--- src/rtl/ctrl_lanceur.sv ---
// Dice launcher sequencer: die-type selection, free-running roll counter,
// and the SELECT -> ROLL -> SHOW sequence paced by an external tick.
module ctrl_lanceur #(
  parameter int unsigned ROLL_TICKS = 16
) (
  input  logic       CLK,
  input  logic       RST,
  input  logic       BP_Next,
  input  logic       BP_Prev,
  input  logic       BP_Lance,
  input  logic       Tick,
  output logic [6:0] NB_Face,
  output logic [6:0] Result,
  output logic       Result_Valid,
  output logic       Busy,
  output logic       Aff_Sel
);

  typedef enum logic [1:0] {
    S_SELECT,
    S_ROLL,
    S_SHOW
  } state_t;

  localparam logic [7:0] LP_LAST_TICK = 8'(ROLL_TICKS - 1);

  state_t     r_state;
  state_t     w_state_next;
  logic [2:0] r_idx;
  logic [2:0] w_idx_next;
  logic [6:0] r_nb_face;
  logic [6:0] r_cnt;
  logic [6:0] r_result;
  logic [7:0] r_tick_cnt;
  logic       w_roll_start;
  logic       w_tick_take;

  function automatic logic [6:0] face_of(input logic [2:0] idx);
    case (idx)
      3'd0:    face_of = 7'd4;
      3'd1:    face_of = 7'd6;
      3'd2:    face_of = 7'd8;
      3'd3:    face_of = 7'd10;
      3'd4:    face_of = 7'd12;
      3'd5:    face_of = 7'd20;
      3'd6:    face_of = 7'd30;
      default: face_of = 7'd100;
    endcase
  endfunction

  always_comb begin
    w_state_next = r_state;
    w_idx_next   = r_idx;
    w_roll_start = 1'b0;
    w_tick_take  = 1'b0;
    case (r_state)
      S_SELECT: begin
        if (BP_Lance) begin
          w_state_next = S_ROLL;
          w_roll_start = 1'b1;
        end else if (BP_Next && !BP_Prev) begin
          w_idx_next = r_idx + 3'd1;
        end else if (BP_Prev && !BP_Next) begin
          w_idx_next = r_idx - 3'd1;
        end
      end
      S_ROLL: begin
        if (Tick) begin
          w_tick_take = 1'b1;
          if (r_tick_cnt == LP_LAST_TICK) begin
            w_state_next = S_SHOW;
          end
        end
      end
      S_SHOW: begin
        // A selection press here only leaves the result screen; Idx stays put.
        if (BP_Lance) begin
          w_state_next = S_ROLL;
          w_roll_start = 1'b1;
        end else if (BP_Next || BP_Prev) begin
          w_state_next = S_SELECT;
        end
      end
      default: w_state_next = S_SELECT;
    endcase
  end

  always_ff @(posedge CLK) begin
    if (RST) begin
      r_state    <= S_SELECT;
      r_idx      <= '0;
      r_nb_face  <= 7'd4;
      r_cnt      <= 7'd1;
      r_result   <= '0;
      r_tick_cnt <= '0;
    end else begin
      r_state   <= w_state_next;
      r_idx     <= w_idx_next;
      // Decode from the next index so the new face count appears on the press edge.
      r_nb_face <= face_of(w_idx_next);
      r_cnt     <= (r_cnt >= r_nb_face) ? 7'd1 : r_cnt + 7'd1;
      if (w_roll_start) begin
        r_tick_cnt <= '0;
      end else if (w_tick_take) begin
        r_tick_cnt <= r_tick_cnt + 8'd1;
      end
      if (w_tick_take) begin
        r_result <= r_cnt;
      end
    end
  end

  assign NB_Face      = r_nb_face;
  assign Result       = r_result;
  assign Busy         = (r_state == S_ROLL);
  assign Result_Valid = (r_state == S_SHOW);
  assign Aff_Sel      = (r_state != S_SELECT);

endmodule

--- config.mk ---
export PLATFORM = sky130hd
export DESIGN_NAME = ctrl_lanceur
export DESIGN_NICKNAME = d
export VERILOG_FILES = /design/src/rtl/ctrl_lanceur.sv
export SDC_FILE = /design/constraint.sdc
export NUM_CORES = 1
export LEC_CHECK = 0
export ABC_AREA = 1
export CORE_AREA = 2 2 55 57
export CTS_BUF_LIST = sky130_fd_sc_hd__clkbuf_4 sky130_fd_sc_hd__clkbuf_8
export DETAILED_ROUTE_END_ITERATION = 8
export DIE_AREA = 0 0 57 59
export GPL_ROUTABILITY_DRIVEN = 0
export PLACE_DENSITY = 0.84
export SKIP_LAST_GASP = 1
export SYNTH_ARGS = -nofsm -noshare
export SYNTH_HDL_FRONTEND = slang
export SYNTH_SLANG_ARGS = --single-unit
export TNS_END_PERCENT = 5
--- constraint.sdc ---
create_clock -name CLK -period 2.1 [get_ports CLK]
set_input_delay 0.315 -clock CLK [delete_from_list [all_inputs] [get_ports CLK]]
set_output_delay 0.315 -clock CLK [all_outputs]
set_load 0.02 [all_outputs]
* Yosys cells after proc, flatten, opt, wreduce, memory -nomap -nowiden
Index checks and enable logic that the tools add are counted.
Storage, ports and cells: output and inout bits 17, input bits 6, logic and storage cells 51, register bits 34
Cells by class: reductions and logical operators 12, eq/ne operators 13, magnitude comparators 1, add/sub/neg operators 4, muxes and demuxes 15
Operators by type and width (number):
- one-hot mux 7 bit (7 select lines) | 1
- two-way mux 3 bit | 4
- two-way mux 2 bit | 5
- equality test 3 bit, second input constant | 3
- adder 8 x 1 -> 8 bit, second input constant | 1
- equality test 8 x 4 -> 1 bit, second input constant | 1
- adder 7 x 1 -> 7 bit, second input constant | 1
- greater-or-equal comparator 7 bit | 1
- equality test 3 x 2 -> 1 bit, second input constant | 2
- one-hot mux 2 bit (3 select lines) | 1
- OR reduction 2 bit | 3
- two-way mux 1 bit | 4
- inequality test 2 bit, second input constant | 2
- AND reduction 4 bit | 1
- adder 3 x 1 -> 3 bit, second input constant | 1
- equality test 3 x 1 -> 1 bit, second input constant | 1
- zero test 3 bit | 1
- inequality test 3 x 2 -> 1 bit, second input constant | 1
- subtractor 3 x 1 -> 3 bit, second input constant | 1
- equality test 2 x 1 -> 1 bit, second input constant | 1
- equality test 2 bit, second input constant | 1
- logical AND 1 bit | 2
- zero test 1 bit | 2
- zero test 2 bit | 1
- 3 further kinds | 3

* Logic depth before layout (Yosys ltp)
word-level depth 8, mapped depth 10, gate-level depth less buffers 10

* Worst setup path after synthesis
Ideal clock, no wire load.
kind register to register, start reg r_nb_face[5] (netlist: NB_Face[5]), end reg r_cnt[1], arrival 1384 ps, stages on the path, launching flop included 7, library setup time 69 ps, required time 2031 ps, setup slack 647 ps, path buffers 0, period minus slack after synthesis 1453 ps, cell sequence dfxtp_1 > inv_1 > ha_1 > a21oi_1 > o21a_1 > nand4_1 > nor2_1
On the way: longest elaborated chain between the ends 2
Ends and longest elaborated chain:
- start, declared | line 31 | logic [6:0] r_nb_face;
- start signal, assigned | line 100 | r_nb_face <= face_of(w_idx_next);
- greater-or-equal comparator 7 bit | line 101 | r_cnt <= (r_cnt >= r_nb_face) ? 7'd1 : r_cnt + 7'd1;
- OR reduction 2 bit (no source line)
- end signal, assigned | line 101
- end, declared | line 32 | logic [6:0] r_cnt;
Every way passes these cells. A chain may end at the register's enable or synchronous reset.

* Worst setup path in the final report
start reg r_state[0], end out Busy
On the way: longest elaborated chain between the ends 1
Ends and longest elaborated chain:
- start, declared | line 27 | state_t r_state;
- start signal, assigned | line 97 | r_state <= w_state_next;
- equality test 2 x 1 -> 1 bit | line 115 | assign Busy = (r_state == S_ROLL);
- end, declared | line 15 | output logic Busy,
Every way passes these cells.

==> metrics.txt <==
result of the run finished clean; fin worst setup slack 0.246 ns; post-CTS setup buffers 0; Post-synth top flop dfxtp_1; Mapped Avg Cell Area 7.40 sq um; Hold Path End r_cnt[0]$_SDFF_PP1_; # resized after CTS 0; most numerous cell in the Yosys netlist nand2_1; synth warn 0; first-pass GRT wire length 4900 microns; pins over their slew limit 0; shortest period the worst path allows 1.85 ns; Hold Crit Depth 1; final hold vios 0; number of max-cap violations 0; Yosys cell types 26; H-tree lvl count 2; 1st-pass router iterations 4; die area 3360 sq um; dpl hpwl 2200 microns; CTS root buf clkbuf_4; CTS buffer count 5; grt ovf 0; FILL cells 236; # clock sinks 32; critical path launch point type flop; TritonCTS clock tree built; post-synthesis cell area 1570 sq um; Core Region 2710 sq um; Fin Clk Skew 0.00832 ns; reg2reg end r_cnt[1]$_SDFF_PP0_; Place WS 0.371 ns; Leakage Power 0.787 nW; Clk Latency, worst-skew pair 0.33 ns; clock buffer depth 2; hold path start r_cnt[0]$_SDFF_PP1_; slowest stage delay, CP 0.63 ns; Peak Freq 0.539 GHz; share of cells above drive strength 1 7.17%; CP Data Required Time 1.78 ns; Seq/Total Area, Yosys 40.9%; WL final 2830 microns; Critical Path Fanout Max 4; crit path max-delay cell type clkdlybuf4s50_1; Cells after Synth 212; # IOs 23; R2R cell count 6; top cells by area, synth dfxtp_1, nand2_1, ha_1, inv_1, a21oi_1; Clk pin slew, worst setup/hold paths 0.09 ns; n_diodes 0; Min-Delay Path Class reg -> reg; critical path type reg -> out; die height 59 microns; RR Startpoint NB_Face[5]$_SDFF_PP0_; Peak VDD IR 693 uV; Initial Utilization 57.8%; endpoints failing setup 0; PwrDens 713 nW/um^2; Final ANT Viol Nets 0; routed len/inst 10.6 microns; Yosys top cell area share 40.9%; CP delay by family, top buffers and inverters; FF+latch count, synth 32; setup TNS 0 ns; Initial DRC Count 42; crit end category primary output; routed vias/inst 5.00; CP Data Arrival Time 1.54 ns; Area growth syn-to-layout 17.8%; number of synthesized flops with an enable pin 0; Total Routing Usage GR 19.3%; Async SR Flop Fraction 0%; synth cell count leaders nand2_1, dfxtp_1, inv_1; RSZ-0062 raised after global routing false; synthesized net count 228; vias 1339; Worst R2R Setup Slack 0.58 ns; Tcrit/Tclk final 88.3%; CP cell instances inv_2 -> nor2_4 -> clkdlybuf4s50_1; hold_buf cts 0; row cnt 19; worst path bufs/invs 2; Buffers on Ports 21; vias in the first global route 1185; DRC 0; biggest area consumer among synthesized cells dfxtp_1; NumNets Final 253; largest net degree at the start of global routing 12; Die X 57 microns; initial antenna violation count 0
==> power breakdown <==
| group | total (W) | switching (W) | internal, W |
|---|---|---|---|
| Sequential | 0.000693 | 0.0000401 | 0.000653 |
| Combinational | 0.000298 | 0.000172 | 0.000126 |
| Clock | 0.000325 | 0.000189 | 0.000136 |
==> state kept, by name (all words and copies together), names as in the netlist <==
register and flops:
r_tick_cnt 8, r_idx 3, Result 7, r_state 2
r_cnt 7, NB_Face 5
==> cell type report <==
type	count	area, sq um	area share [%]
multi-input combinational	144	779	42.2
sequential	32	641	34.7
clock buffer	6	45.0	2.44
tap	31	38.8	2.10
timing repair buffer	22	218	11.8
clock inverter	1	5.00	0.271
inverter	32	120	6.50
==> cell families after synthesis <==
family	count (synthesis)	share of synthesized area, %
flops	32	40.9
fa+ha+maj	10	7.98
xor+xnor	6	3.35
buf+inv	36	9.42
other cells	1	0.239
simple gates	100	29.1
compound gates	27	9.10
==> cell usage in the layout (no fill, tap or decap), types with 2 or more instances in the layout <==
cell / Yosys / final
a21oi_1: 19 / 19
clkbuf_4: 0 / 6
clkdlybuf4s50_1: 0 / 21
dfxtp_1: 32 / 32
ha_1: 10 / 10
inv_1: 30 / 30
inv_2: 2 / 2
nand2_1: 50 / 50
nand3_1: 15 / 15
nand4_1: 4 / 4
nor2_1: 19 / 19
nor2_4: 3 / 3
nor3_1: 2 / 2
o21a_1: 2 / 2
o21ai_0: 5 / 5
xnor2_1: 3 / 3
xor2_1: 3 / 3
==> layer usage <==
metal / up-vias / part of all wire (%) / routed length [microns] / global-route usage, %
met1: 578 / 47 / 1330 / 23.5
met4: 0 / 2.2 / 63 / 10.6
met5: - / 0 / 0 / 0
met2: 30 / 45 / 1270 / 30.0
met3: 5 / 5.8 / 163 / 6.77
li1: 726 / - / - / -
==> through the flow <==
step	power (W)	utilization [%]	area, sq um	hold WS, ns	std cells
CTS	0.00134	68.1	1850	0.464	268
detailed placement	0.00100	66.3	1800	0.439	261
floorplan	0.000915	-	1570	0.414	212
finish	0.00132	68.1	1850	0.460	268
global placement	0.000996	66.3	1800	0.435	261
global route	0.00140	68.1	1850	0.495	268
==> worst max path at each step <==
stage               depth (start not counted)                     from  slack (ns)                     to
finish                                      3  r_state[0]$_SDFFE_PP0P_        0.25                   Busy
global route                                3  r_state[1]$_SDFFE_PP0P_        0.15           Result_Valid
CTS                                         3  r_state[0]$_SDFFE_PP0P_        0.22                   Busy
detailed placement                         10                  BP_Next        0.37  NB_Face[2]$_SDFF_PP1_
global placement                           10                  BP_Next        0.44  NB_Face[2]$_SDFF_PP1_
floorplan                                   6    NB_Face[5]$_SDFF_PP0_        0.65    r_cnt[1]$_SDFF_PP0_
(Power assumes the default switching activity.)
